==> src/rtl/reg_bank_pkg.sv <==
// Shared definitions for the register-bank sequencer: widths, instruction
// field positions, the FSM state encoding and small decode helpers.
package reg_bank_pkg;

   localparam int DATA_W  = 8;
   localparam int REG_CNT = 8;
   localparam int ADDR_W  = $clog2(REG_CNT);
   localparam int INSTR_W = 16;
   localparam int OP_W    = 3;
   localparam int FLAG_W  = 3;

   // Instruction field bit positions
   localparam int LDI_BIT     = 15;
   localparam int OP_MSB      = 14;
   localparam int OP_LSB      = 12;
   localparam int LDI_DST_MSB = 14;
   localparam int LDI_DST_LSB = 12;
   localparam int IMM_MSB     = 7;
   localparam int IMM_LSB     = 0;
   localparam int DST_MSB     = 11;
   localparam int DST_LSB     = 9;
   localparam int SRCX_MSB    = 8;
   localparam int SRCX_LSB    = 6;
   localparam int SRCY_MSB    = 5;
   localparam int SRCY_LSB    = 3;

   typedef logic [DATA_W-1:0]  data_t;
   typedef logic [ADDR_W-1:0]  addr_t;
   typedef logic [INSTR_W-1:0] instr_t;
   typedef logic [OP_W-1:0]    op_t;
   typedef logic [FLAG_W-1:0]  flags_t;

   typedef enum logic [1:0] {
      IDLE = 2'd0,
      RD   = 2'd1,
      EX   = 2'd2,
      DONE = 2'd3
   } state_t;

   function automatic logic is_ldi(instr_t instr);
      return instr[LDI_BIT];
   endfunction

   // Destination field lives in a different place for LDI and ALU formats
   function automatic addr_t dst_of(instr_t instr);
      return instr[LDI_BIT] ? instr[LDI_DST_MSB:LDI_DST_LSB] : instr[DST_MSB:DST_LSB];
   endfunction

endpackage

==> src/rtl/reg_bank_seq_if.sv <==
// Instruction handshake, ALU operand/result, flag, retire and debug-read
// signals of the sequencer. The sequencer is the slave; whoever issues
// instructions and models the ALU is the master.
interface reg_bank_seq_if;
   import reg_bank_pkg::*;

   instr_t instr_i;
   logic   instr_valid_i;
   logic   instr_ready_o;
   data_t  alu_rx_o;
   data_t  alu_ry_o;
   op_t    alu_sel_op_o;
   data_t  alu_r0_i;
   flags_t alu_ban_i;
   flags_t flags_o;
   logic   done_o;
   addr_t  rd_addr_i;
   data_t  rd_data_o;

   modport slave (
      input  instr_i, instr_valid_i, alu_r0_i, alu_ban_i, rd_addr_i,
      output instr_ready_o, alu_rx_o, alu_ry_o, alu_sel_op_o, flags_o, done_o, rd_data_o
   );

   modport master (
      output instr_i, instr_valid_i, alu_r0_i, alu_ban_i, rd_addr_i,
      input  instr_ready_o, alu_rx_o, alu_ry_o, alu_sel_op_o, flags_o, done_o, rd_data_o
   );

endinterface

==> src/rtl/reg_bank_rf.sv <==
// Register file: one synchronous write port, two combinational operand read
// ports and a registered debug read port. All entries clear on reset.
module reg_bank_rf #(
   parameter int DATA_W  = reg_bank_pkg::DATA_W,
   parameter int REG_CNT = reg_bank_pkg::REG_CNT,
   localparam int ADDR_W = $clog2(REG_CNT)
) (
   input  logic              clk,
   input  logic              rst_n,
   input  logic              we,
   input  logic [ADDR_W-1:0] waddr,
   input  logic [DATA_W-1:0] wdata,
   input  logic [ADDR_W-1:0] raddr_x,
   output logic [DATA_W-1:0] rdata_x,
   input  logic [ADDR_W-1:0] raddr_y,
   output logic [DATA_W-1:0] rdata_y,
   input  logic [ADDR_W-1:0] dbg_addr,
   output logic [DATA_W-1:0] dbg_data
);

   logic [DATA_W-1:0] bank [REG_CNT];

   // Bank storage: clear on reset, single write port
   // NOTE: every entry is reset because software relies on registers reading
   // zero after reset; this keeps the array in flops rather than a RAM.
   always_ff @(posedge clk or negedge rst_n) begin
      if (!rst_n) begin
         for (int i = 0; i < REG_CNT; i++) begin
            bank[i] <= '0;
         end
      end else if (we) begin
         // NOTE: non-blocking so every reader this edge sees the pre-write value.
         bank[waddr] <= wdata;
      end
   end

   assign rdata_x = bank[raddr_x];
   assign rdata_y = bank[raddr_y];

   // Debug read: registered, so a same-edge write shows up one cycle later
   always_ff @(posedge clk or negedge rst_n) begin
      if (!rst_n) begin
         dbg_data <= '0;
      end else begin
         dbg_data <= bank[dbg_addr];
      end
   end

endmodule

==> src/rtl/reg_bank_seq.sv <==
// Operand/write-back sequencer around a combinational 8-bit ALU. Accepts
// LDI and ALU instructions, stages operands to the ALU for one cycle, then
// writes the result (or immediate) back and latches the ALU flags.
module reg_bank_seq
   import reg_bank_pkg::*;
(
   input logic           clk,
   input logic           rst_n,
   reg_bank_seq_if.slave bus
);

   state_t state;
   state_t state_nxt;
   instr_t instr_q;
   logic   accept;
   logic   wr_en;
   logic   flags_en;
   addr_t  wr_addr;
   data_t  wr_data;
   data_t  rdata_x;
   data_t  rdata_y;
   data_t  rx_q;
   data_t  ry_q;
   op_t    sel_op_q;
   flags_t flags_q;

   assign bus.instr_ready_o = (state == IDLE);
   assign bus.done_o        = (state == DONE);
   assign accept            = bus.instr_valid_i & bus.instr_ready_o;

   // State register
   always_ff @(posedge clk or negedge rst_n) begin
      if (!rst_n) begin
         state <= IDLE;
      end else begin
         state <= state_nxt;
      end
   end

   // Next-state and write-strobe decode
   always_comb begin
      // NOTE: defaults first so no path leaves a signal unassigned (no latches).
      state_nxt = state;
      wr_en     = 1'b0;
      flags_en  = 1'b0;
      case (state)
         IDLE: begin
            if (accept) begin
               state_nxt = is_ldi(bus.instr_i) ? EX : RD;
            end
         end
         RD: begin
            state_nxt = EX;
         end
         EX: begin
            wr_en     = 1'b1;
            flags_en  = ~is_ldi(instr_q);
            state_nxt = DONE;
         end
         DONE: begin
            state_nxt = IDLE;
         end
         default: begin
            state_nxt = IDLE;
         end
      endcase
   end

   // Instruction latch, loaded only on a handshake in IDLE
   always_ff @(posedge clk or negedge rst_n) begin
      if (!rst_n) begin
         instr_q <= '0;
      end else if (accept) begin
         instr_q <= bus.instr_i;
      end
   end

   // ALU operand registers: change only at the end of RD, hold otherwise
   always_ff @(posedge clk or negedge rst_n) begin
      if (!rst_n) begin
         rx_q     <= '0;
         ry_q     <= '0;
         sel_op_q <= '0;
      end else if (state == RD) begin
         rx_q     <= rdata_x;
         ry_q     <= rdata_y;
         sel_op_q <= instr_q[OP_MSB:OP_LSB];
      end
   end

   // Flag register: captures ALU Ban when an ALU instruction retires
   always_ff @(posedge clk or negedge rst_n) begin
      if (!rst_n) begin
         flags_q <= '0;
      end else if (flags_en) begin
         flags_q <= bus.alu_ban_i;
      end
   end

   assign wr_addr = dst_of(instr_q);
   assign wr_data = is_ldi(instr_q) ? instr_q[IMM_MSB:IMM_LSB] : bus.alu_r0_i;

   assign bus.alu_rx_o     = rx_q;
   assign bus.alu_ry_o     = ry_q;
   assign bus.alu_sel_op_o = sel_op_q;
   assign bus.flags_o      = flags_q;

   reg_bank_rf u_rf (
      .clk      (clk),
      .rst_n    (rst_n),
      .we       (wr_en),
      .waddr    (wr_addr),
      .wdata    (wr_data),
      .raddr_x  (instr_q[SRCX_MSB:SRCX_LSB]),
      .rdata_x  (rdata_x),
      .raddr_y  (instr_q[SRCY_MSB:SRCY_LSB]),
      .rdata_y  (rdata_y),
      .dbg_addr (bus.rd_addr_i),
      .dbg_data (bus.rd_data_o)
   );

endmodule

==> src/flat_wrapper.sv <==
// flat-port wrapper written by rule: the top's interface ports become plain ports
module reg_bank_seq_flat import reg_bank_pkg::*;
  (clk, rst_n, bus_instr_i, bus_instr_valid_i, bus_alu_r0_i, bus_alu_ban_i, bus_rd_addr_i, bus_instr_ready_o, bus_alu_rx_o, bus_alu_ry_o, bus_alu_sel_op_o, bus_flags_o, bus_done_o, bus_rd_data_o);
  reg_bank_seq_if bus_i ();
  input logic clk;
  input logic rst_n;
  input wire logic [$bits(bus_i.instr_i)-1:0] bus_instr_i;
  input wire logic [$bits(bus_i.instr_valid_i)-1:0] bus_instr_valid_i;
  input wire logic [$bits(bus_i.alu_r0_i)-1:0] bus_alu_r0_i;
  input wire logic [$bits(bus_i.alu_ban_i)-1:0] bus_alu_ban_i;
  input wire logic [$bits(bus_i.rd_addr_i)-1:0] bus_rd_addr_i;
  output wire logic [$bits(bus_i.instr_ready_o)-1:0] bus_instr_ready_o;
  output wire logic [$bits(bus_i.alu_rx_o)-1:0] bus_alu_rx_o;
  output wire logic [$bits(bus_i.alu_ry_o)-1:0] bus_alu_ry_o;
  output wire logic [$bits(bus_i.alu_sel_op_o)-1:0] bus_alu_sel_op_o;
  output wire logic [$bits(bus_i.flags_o)-1:0] bus_flags_o;
  output wire logic [$bits(bus_i.done_o)-1:0] bus_done_o;
  output wire logic [$bits(bus_i.rd_data_o)-1:0] bus_rd_data_o;
  assign bus_i.instr_i = bus_instr_i;
  assign bus_i.instr_valid_i = bus_instr_valid_i;
  assign bus_i.alu_r0_i = bus_alu_r0_i;
  assign bus_i.alu_ban_i = bus_alu_ban_i;
  assign bus_i.rd_addr_i = bus_rd_addr_i;
  assign bus_instr_ready_o = bus_i.instr_ready_o;
  assign bus_alu_rx_o = bus_i.alu_rx_o;
  assign bus_alu_ry_o = bus_i.alu_ry_o;
  assign bus_alu_sel_op_o = bus_i.alu_sel_op_o;
  assign bus_flags_o = bus_i.flags_o;
  assign bus_done_o = bus_i.done_o;
  assign bus_rd_data_o = bus_i.rd_data_o;
  reg_bank_seq u_core (.clk(clk), .rst_n(rst_n), .bus(bus_i));
endmodule
==> config.mk <==
export PLATFORM = sky130hd
export DESIGN_NAME = reg_bank_seq_flat
export DESIGN_NICKNAME = d
export VERILOG_FILES = /design/src/rtl/reg_bank_pkg.sv /design/src/rtl/reg_bank_seq_if.sv /design/src/rtl/reg_bank_rf.sv /design/src/rtl/reg_bank_seq.sv /design/src/flat_wrapper.sv
export SDC_FILE = /design/constraint.sdc
export NUM_CORES = 1
export LEC_CHECK = 0
export CAP_MARGIN = 20
export CORE_ASPECT_RATIO = 1.5
export CORE_MARGIN = 1
export CORE_UTILIZATION = 52
export DETAILED_ROUTE_END_ITERATION = 7
export PLACE_DENSITY = 0.73
export SYNTH_ARGS = -nofsm -noshare
export SYNTH_HDL_FRONTEND = slang
export SYNTH_HIERARCHICAL = 1
export SYNTH_SLANG_ARGS = --single-unit
==> constraint.sdc <==
create_clock -name clk -period 2.2 [get_ports clk]
set_clock_uncertainty 0.2 [all_clocks]
set_input_delay 0.44 -clock clk [delete_from_list [all_inputs] [get_ports clk]]
set_output_delay 0.44 -clock clk [all_outputs]
set_load 0.005 [all_outputs]
==> results_dict.tcl, run 1 <==
set metrics [dict create \
    cts_tree "built" \
    dieArea_sq_um 12100 \
    cp_data_required_time_ps 1560 \
    synth-seq-area-share_pct 46.3 \
    crit_path_end_kind "output pin" \
    io_buffer_count 64 \
    num_rows 47 \
    tightest_slew_ps 604 \
    place_ws_ps -96.8 \
    dp_hpwl_mm 8.94 \
    cts_root_buf "clkbuf_16" \
    core_sq_um 11200 \
    synth-edff-count 0 \
    ys_ff_latch 112 \
    cp-start-kind "flop" \
    area_growth_pct 20.7 \
    antenna_found_initial 0 \
    async_flop_share_pct 100 \
    status "finished clean" \
    post_drt_wl_per_cell_microns 23.1 \
    synth_compound_area_share_pct 0.103 \
    max_freq_ghz 0.462 \
    gp_congestion 0.779 \
    p_leak_nw 3.12 \
    grt_pass1_vias 3763 \
    synth_top_area_share_pct 46.3 \
    synthMuxAreaShare_pct 46.8 \
    dr.pass1.iters 4 \
    synth-main-ff-cell "dfrtp_1" \
    path_cells "buf_4 > ha_1 > clkdlybuf4s50_1" \
    clock-sinks 112 \
    cap_violations 0 \
    fin_crit_sh_pct 98.5 \
    synth_xor_xnor_area_share_pct 0 \
    synth_warnings 6 \
    peakVddDrop_mv 0.939 \
    clock_latency_ps 340 \
    synth_top_family_by_area "multiplexers" \
    grt_start_max_net_pins 42 \
    synthDistinctLibCells 23 \
    start_util_pct 54.2 \
    worstHoldPathType "flop to flop" \
    grt_pass1_wl_mm 21.3 \
    ys_top_cells_by_count "mux2_2, dfrtp_1, mux4_1, buf_2, mux2_4" \
    yosysMostFrequentCell "mux2_2" \
    fin_total_pwr_mw 11.2 \
    slowest_delay_ps 440 \
    vias_per_cell 6.13 \
    syn_area_sq_um 6050 \
    synth_area_leader_cell "dfrtp_1" \
    cts_htree_levels 3 \
    finalHoldViolCount 0 \
    track_usage_pct 23.7 \
    setup_ws_ps 33.3 \
    path_clk_slew_ps 70 \
    path_max_fanout 3 \
    postRouteAntennaNets 0 \
    wl_mm 13.3 \
    final_util_pct 65.4 \
    fp.dieH_microns 134 \
    yosys.area_share.simple_pct 2.15 \
    fin_nets 464 \
    syn_inst 347 \
    drc 0 \
    maxSlewViolCount 0 \
    syn-num-nets 385 \
    drive_gt1_share_pct 44.9 \
    timing.hold.ws_ps 304 \
    vias 3525 \
    die_w_microns 90.1 \
    clockBufferDepth 2 \
    finalSetupViolations 0 \
    drt_iter0_drc 198 \
    relSlewSlack_pct 59.7 \
    avgSynthCellArea_sq_um 17.4 \
    fill_cells 834 \
    grt.overflow.total 0 \
    ios 65 \
    synthTopCellsByArea "dfrtp_1, mux2_2, mux4_1, mux4_2, mux2_4" \
    cp_slowest_cell "clkdlybuf4s50_1" \
    period_needed_ps 2170 \
    synthAdderAreaFrac_pct 1.03 \
    p_per_area_nw_per_um2 1530 \
    path_class "flop to output pin" \
    antenna_cells 0 \
    cts_buffers 9 \
    arrival_ps 1530 \
    setup_tns_ps 0 \
]
-- where the power goes --
group | internal [mW] | switching, mW | total (mW)
Sequential | 3.13 | 0.905 | 4.03
Clock | 0.897 | 0.681 | 1.58
Combinational | 3.62 | 1.93 | 5.55
-- per-layer routing --
layer | vias to the layer above | share of wire (%) | GRT usage [%]
li1 | 1544 | - | -
met1 | 1871 | 40 | 28.9
met2 | 87 | 54 | 42.5
met3 | 23 | 2.8 | 3.17
met4 | 0 | 2.8 | 9.77
met5 | - | 0 | 0
-- placed cells by master, fill, tap and decap left out --
cell             netlist  routed
inv_2                  0       2
nand2b_1               3       3
buf_12                 4       9
bufinv_16              0       1
nor4bb_2               0       1
mux2_2               127     127
mux2i_1                2       2
a31oi_1                1       1
mux4_1                41      41
dfrtp_2                0       1
clkbuf_1               4       2
clkdlybuf4s50_1        0      62
nor4b_4                1       1
nor2b_1                1       1
buf_4                  1      21
clkbuf_8               0       1
mux4_2                 7       7
dlymetal6s2s_1         0       1
dfrtp_1              112     111
nand4b_1               3       3
mux2_4                10      10
nor4bb_1               3       2
nor3b_1                1       1
nand4_1                1       1
dlygate4sd3_1          0       1
nand2_4                1       1
ha_1                   5       4
ha_4                   0       1
clkbuf_16              0       9
-- sequential cells by signal, indices dropped and copies added, names as in the netlist --
name / cells
u_core/bus.alu_sel_op_o: 3
u_core/instr_q: 16
u_core/u_rf/dbg_data: 8
u_core/bus.flags_o: 3
u_core/u_rf/bank: 64
u_core/state: 2
u_core/bus.alu_rx_o: 8
u_core/bus.alu_ry_o: 8
-- final timing paths --
path                                     from                   end  slack, ps  cells after the start
max reg2reg                u_core/instr_q[15]  u_core/u_rf/bank[48]         70                      4
max in group asynchronous               rst_n    u_core/instr_q[15]        770                      3
min in group asynchronous               rst_n     u_core/instr_q[1]        410                      2
min                         u_core/instr_q[9]     u_core/instr_q[9]        300                      1
min reg2reg                 u_core/instr_q[9]     u_core/instr_q[9]        300                      1
max                           u_core/state[0]            bus_done_o         30                      3
-- logic make-up (layout without fill, tap and decap cells) --
family	after synthesis	in the layout
AND/OR/NAND/NOR	14	14
AO/OA/AOI/OAI	1	1
adder cells (fa/ha/maj)	5	5
multiplexers	187	187
flip-flops	112	112
buffers and inverters	28	109
-- layout make-up --
class / count / area, sq um / share of cell area, %
Clock buffer: 12 / 246 / 3.37
Multi-Input combinational cell: 207 / 3050 / 41.8
Inverter: 2 / 7.51 / 0.103
Clock inverter: 1 / 30.0 / 0.411
Timing Repair Buffer: 94 / 981 / 13.4
Sequential cell: 112 / 2800 / 38.4
Tap cell: 147 / 184 / 2.52
-- repair_timing --
action,4_1_cts,5_1_grt
setup buffers,3,0
setup endpoints to repair,1,17
endpoints found under the hold margin,33,0
resized for setup,4,3
hold buffers,1,0
-- stage by stage --
stage	cells	area, sq um
after floorplan	347	6060
after global routing	575	7310
after global placement	558	6970
final	575	7310
after CTS	575	7300
after detailed placement	558	6970
-- worst max-delay path: cells and delay by family (launching register included) --
kind                     cells  cell delay (ps)
flip-flops                   1              420
buffers and inverters        2              590
adder cells (fa/ha/maj)      1              180
No activity file was read; power rests on OpenSTA's default activity.
==> run 2, diff against run 1 <==
--- a/config.mk
+++ b/config.mk
@@ -12,2 +12,3 @@
 export DETAILED_ROUTE_END_ITERATION = 7
+export GPL_ROUTABILITY_DRIVEN = 0
 export PLACE_DENSITY = 0.73
==> constraint.sdc (replaced) <==
create_clock -name clk -period 2.2 [get_ports clk]
set_clock_uncertainty 0.2 [all_clocks]
set_input_delay 0.33 -clock clk [delete_from_list [all_inputs] [get_ports clk]]
set_output_delay 0.33 -clock clk [all_outputs]
set_load 0.005 [all_outputs]
==> run 2 against run 1 <==
Against the previous run: via count decreased by 1.8%; hold slack got worse by 39 ps; clock-buffer cell count increased by 1; largest power group unchanged.
==> results_dict.tcl, run 2 (synthesized netlist as in run 1, its figures left out) <==
set metrics [dict create \
    drt_iter0_drc 181 \
    antenna_cells 0 \
    setup_tns_ps 0 \
    cp_top_family "buffers and inverters" \
    cts_htree_levels 3 \
    slowest_delay_ps 500 \
    finalSetupViolations 0 \
    arrival_ps 1590 \
    cts_tree "built" \
    num_rows 47 \
    max_freq_ghz 0.472 \
    dr.pass1.iters 4 \
    grt_pass1_wl_mm 20.8 \
    dpl-instance-area_sq_um 6970 \
    worstHoldPathType "input port to asynchronous set/reset pin" \
    path_cells "inv_2 > ha_2 > clkdlybuf4s50_1" \
    status "finished clean" \
    fin_crit_sh_pct 96.3 \
    finalHoldViolCount 0 \
    p_per_area_nw_per_um2 1520 \
    cp_slowest_cell "clkdlybuf4s50_1" \
    ff2ff_setup_slack_ps 130 \
    cts_root_buf "clkbuf_16" \
    switching_share_pct 31.4 \
    start_util_pct 54.2 \
    core_sq_um 11200 \
    crit_buf_inv 2 \
    drive_gt1_share_pct 45.0 \
    clock-sinks 112 \
    combPwrFrac_pct 49.5 \
    r2r_cells 4 \
    largest_reg_flops 64 \
    area_growth_pct 20.0 \
    reg2reg_from "u_core/instr_q[15]" \
    p_int_mw 7.56 \
    fill_cells 813 \
    ios 65 \
    grt_start_max_net_pins 33 \
    reg_top3 "u_core/u_rf/bank x64, u_core/instr_q x16" \
    path_class "flop to output pin" \
    peakVddDrop_mv 0.792 \
    grt.overflow.total 0 \
    timing.hold.ws_ps 265 \
    final_util_pct 65.0 \
    track_usage_pct 23.1 \
    drc 0 \
    rsz0062_at_grt "no" \
    cp_data_required_time_ps 1670 \
    grt_pass1_vias 3801 \
    fin_area_sq_um 7270 \
    dieArea_sq_um 12100 \
    power_frac_seq_pct 36.4 \
    fin_nets 460 \
    clockBufferDepth 2 \
    worstReg2RegEnd "u_core/u_rf/bank[52]" \
    dp_hpwl_mm 8.79 \
    final_cell_mix "mux2_2, dfrtp_1, clkdlybuf4s50_1" \
    vias 3462 \
    path_clk_slew_ps 70 \
    p_leak_nw 3.10 \
    maxSlewViolCount 0 \
    cp-start-kind "flop" \
    relSlewSlack_pct 59.3 \
    crit_path_end_kind "output pin" \
    die_w_microns 90.1 \
    pwr-share-clk_pct 14.0 \
    period_needed_ps 2120 \
    vias_per_cell 6.03 \
    netSwitchingPower_mw 3.47 \
    fp.dieH_microns 134 \
    path_max_fanout 4 \
    regMostFlops "u_core/u_rf/bank" \
    antenna_found_initial 0 \
    cap_violations 0 \
    io_buffer_count 64 \
    layout.cells.most_common "mux2_2" \
    wl_mm 12.9 \
    tightest_slew_ps 611 \
    cts_buffers 9 \
    post_drt_wl_per_cell_microns 22.5 \
    clock_latency_ps 340 \
    postRouteAntennaNets 0 \
]
==> run 2: changes by cell type in the layout (fill, tap and decap cells not counted), sizes merged <==
cell           previous run  this run
dlymetal6s2s              1         0
clkbuf                   12        13
clkinv                    0         3
clkdlybuf4s50            62        63
bufinv                    1         0
buf                      30        26
==> run 2: how the worst max path moves through the flow <==
stage                             startpoint                      end  slack [ps]  cells past startpoint
after detailed placement    bus_rd_addr_i[0]  u_core/u_rf/dbg_data[7]         -20                      4
after floorplan           u_core/instr_q[15]     u_core/u_rf/bank[56]          20                      5
after global routing      u_core/instr_q[15]     u_core/u_rf/bank[47]           1                      4
after CTS                    u_core/state[0]        bus_instr_ready_o           3                      3
final                        u_core/state[1]        bus_instr_ready_o          80                      3
after global placement      bus_rd_addr_i[0]  u_core/u_rf/dbg_data[3]          30                      4
==> run 2: through the flow <==
step	total power, mW	std cells	setup slack, ps
floorplan	7.71	347	17.3
global placement	9.32	557	33.5
detailed placement	9.52	557	-24.3
CTS	11.1	574	3.44
global route	11.7	574	1.15
finish	11.0	574	82.2
==> run 2: repair_timing <==
action,4_1_cts,5_1_grt
endpoints found under the hold margin,28,0
hold buffers,1,0
endpoints found under the setup margin,0,15
resized for setup,0,5
buffers inserted,0,0
==> run 2: final cells by class <==
| class | instances | area [sq um] | area share, % |
|---|---|---|---|
| flip-flops and latches | 112 | 2810 | 38.6 |
| inverters | 2 | 7.51 | 0.103 |
| well taps | 147 | 184 | 2.53 |
| repair buffers | 90 | 948 | 13.1 |
| clock buffers | 13 | 270 | 3.72 |
| multi-input cells | 207 | 3040 | 41.8 |
| clock inverters | 3 | 15.0 | 0.207 |
==> run 2: routing by layer <==
metal | vias to the layer above | share of wire, % | GRT usage [%]
li1 | 1536 | - | -
met1 | 1816 | 41 | 28.5
met2 | 88 | 53 | 40.4
met3 | 22 | 3.2 | 3.74
met4 | 0 | 2.8 | 9.50
met5 | - | 0 | 0
==> run 2: power by group through the flow <==
stage / Combinational, mW / Clock, mW / Sequential [mW]
finish: 5.46 / 1.55 / 4.02
global placement: 5.35 / 0 / 3.97
global route: 5.81 / 1.67 / 4.18
detailed placement: 5.47 / 0 / 4.05
CTS: 5.51 / 1.59 / 4.01
floorplan: 4.02 / 0 / 3.69
==> run 3, diff against run 2 <==
CORE_UTILIZATION = 51   (was 52)
PLACE_DENSITY = 0.72   (was 0.73)
SYNTH_HIERARCHICAL = default   (was 1)
==> run 3 against run 2 <==
Against the previous run: synthesized area down 0.91%; hold slack better by 15 ps; first-iteration DRC count up 140%; critical path depth unchanged; flip-flop and latch count unchanged; combinational power up 10%; sequential share of layout area down 1.1 points; routed wire length up 18%; largest power group unchanged; via count up 22%; register-to-register slack worse by 70 ps; non-clock buffer count up 16; critical endpoint unchanged.
==> results_dict.tcl, run 3 <==
set metrics [dict create \
    dieArea_sq_um 12200 \
    wl_mm 15.2 \
    cp_slowest_cell "clkdlybuf4s50_1" \
    core_sq_um 11500 \
    cts_buffers 9 \
    vias_per_cell 6.21 \
    path_class "flop to output pin" \
    synthDistinctLibCells 26 \
    worstReg2RegEnd "u_core.u_rf.bank[45]" \
    dpl-instance-area_sq_um 7200 \
    ys_ff_latch 112 \
    power_frac_seq_pct 34.9 \
    fill_cells 872 \
    fin_area_sq_um 7470 \
    reg_top3 "u_core.u_rf.bank x64, u_core.instr_q x16" \
    netSwitchingPower_mw 4.29 \
    num_rows 48 \
    drive_gt1_share_pct 35.4 \
    period_needed_ps 2140 \
    syn-num-nets 478 \
    die_w_microns 90.6 \
    crit_path_end_kind "output pin" \
    synth-main-ff-cell "dfrtp_1" \
    peakVddDrop_mv 1.13 \
    synth-seq-area-share_pct 46.7 \
    antenna_cells 0 \
    switching_share_pct 37.3 \
    cts_tree "built" \
    post_cts.repair.setup_buffers 0 \
    drt_iter0_drc 432 \
    cp_data_required_time_ps 1670 \
    pwr-share-clk_pct 12.8 \
    p_leak_nw 3.21 \
    r2r_cells 5 \
    io_buffer_count 64 \
    cts_htree_levels 3 \
    layout.cells.most_common "dfrtp_1" \
    path_clk_slew_ps 70 \
    drc 0 \
    place_ws_ps 21.6 \
    cap_violations 0 \
    track_usage_pct 26.6 \
    p_per_area_nw_per_um2 1540 \
    status "finished clean" \
    ff2ff_setup_slack_ps 60 \
    combPwrFrac_pct 52.3 \
    synth_warnings 0 \
    rsz0062_at_grt "no" \
    postRouteAntennaNets 0 \
    cts_root_buf "clkbuf_16" \
    syn_inst 441 \
    final_cell_mix "dfrtp_1, mux2_2, clkdlybuf4s50_1" \
    synth_top_area_share_pct 46.7 \
    fin_nets 567 \
    clock_latency_ps 350 \
    grt_pass1_vias 4481 \
    finalHoldViolCount 0 \
    clockBufferDepth 2 \
    synthTopCellsByArea "dfrtp_1, mux2_2, mux2i_1, mux4_2, nor2b_1" \
    cp-start-kind "flop" \
    path_max_fanout 6 \
    grt.overflow.total 0 \
    reg2reg_from "u_core.instr_q[15]" \
    startpoint "u_core.state[0]" \
    ys_top_cells_by_count "dfrtp_1, mux2_2, mux2i_1, nor2b_1, nand3_1" \
    antenna_found_initial 0 \
    path_cells "inv_1 > ha_4 > clkdlybuf4s50_1" \
    setup_tns_ps 0 \
    syn_area_sq_um 6000 \
    grt_pass1_wl_mm 24.3 \
    clock-sinks 112 \
    vias 4229 \
    dr.pass1.iters 5 \
    yosysMostFrequentCell "dfrtp_1" \
    async_flop_share_pct 100 \
    synth-edff-count 0 \
    fin_crit_sh_pct 97.5 \
    setup_ws_ps 55.5 \
    finalSetupViolations 0 \
    arrival_ps 1610 \
    start_util_pct 52.3 \
    dp_hpwl_mm 10.6 \
    fp.dieH_microns 135 \
    grt_start_max_net_pins 43 \
    slowest_delay_ps 510 \
    avgSynthCellArea_sq_um 13.6 \
    synth_area_leader_cell "dfrtp_1" \
    relSlewSlack_pct 47.3 \
    largest_reg_flops 64 \
    area_growth_pct 24.6 \
    maxSlewViolCount 0 \
    ios 65 \
    endpoint "bus_instr_ready_o" \
    regMostFlops "u_core.u_rf.bank" \
    tightest_slew_ps 768 \
    post_drt_wl_per_cell_microns 22.4 \
    p_int_mw 7.21 \
    worstHoldPathType "input port to asynchronous set/reset pin" \
    max_freq_ghz 0.466 \
]
run 3: logic make-up after synthesis:
| kind of cell | share of synthesized area, % |
|---|---|
| mux | 33.9 |
| flops | 46.7 |
| simple gates | 6.63 |
| compound gates | 9.72 |
| buf+inv | 2.21 |
| fa+ha+maj | 0.834 |
run 3: layout make-up:
cell class / count / area [sq um] / share of cell area [%]
Multi-Input combinational cell: 298 / 3080 / 41.2
Sequential cell: 112 / 2800 / 37.5
Timing Repair Buffer: 106 / 1140 / 15.3
Clock buffer: 11 / 243 / 3.25
Tap cell: 150 / 188 / 2.51
Inverter: 3 / 11.3 / 0.151
Clock inverter: 1 / 7.51 / 0.100
run 3: how the worst min path moves through the flow:
stage	endpoint	slack [ps]	cells after the start
final	u_core.bus.alu_sel_op_o[2]	280	2
after global routing	u_core.bus.alu_sel_op_o[2]	320	2
after floorplan	u_core.bus.alu_rx_o[0]	-170	0
after CTS	u_core.bus.alu_sel_op_o[2]	290	2
after global placement	u_core.bus.alu_sel_op_o[2]	110	1
after detailed placement	u_core.bus.alu_sel_op_o[2]	120	1
run 3: timing repair:
item	4_1_cts	5_1_grt
hold buffers	1	0
endpoints found under the hold margin	32	0
resized for setup	1	1
endpoints found under the setup margin	1	1
pin swaps	0	0
run 3: layer usage:
layer | up-vias | global-route usage (%) | part of all wire (%)
li1 | 1849 | - | -
met1 | 2136 | 33.4 | 39
met2 | 202 | 45.2 | 51
met3 | 42 | 3.66 | 6.2
met4 | 0 | 13.0 | 3.8
met5 | - | 0 | 0
run 3: power by group through the flow:
| stage | registers [mW] | clock network [mW] | logic, mW |
|---|---|---|---|
| 2_1_floorplan | 3.72 | 0 | 3.85 |
| 3_3_place_gp | 3.98 | 0 | 5.78 |
| 3_5_place_dp | 4.02 | 0 | 5.95 |
| 4_1_cts | 3.99 | 1.50 | 5.99 |
| 5_1_grt | 4.15 | 1.57 | 6.44 |
| 6_report | 4.01 | 1.47 | 6.02 |
run 3: worst max-delay path: cells and delay by family, from the launching register on:
family	cells	cell delay (ps)
buffers and inverters	2	660
adders and majority gates	1	190
DFF	1	420
run 3: per-stage QoR:
step                hold slack, ps  instances  util (%)  power, mW
global route                   318        681      65.1       12.2
CTS                            286        681      65.1       11.5
global placement               113        668      62.8       9.77
finish                         280        681      65.1       11.5
detailed placement             120        668      62.8       9.97
floorplan                     -166        441         -       7.57
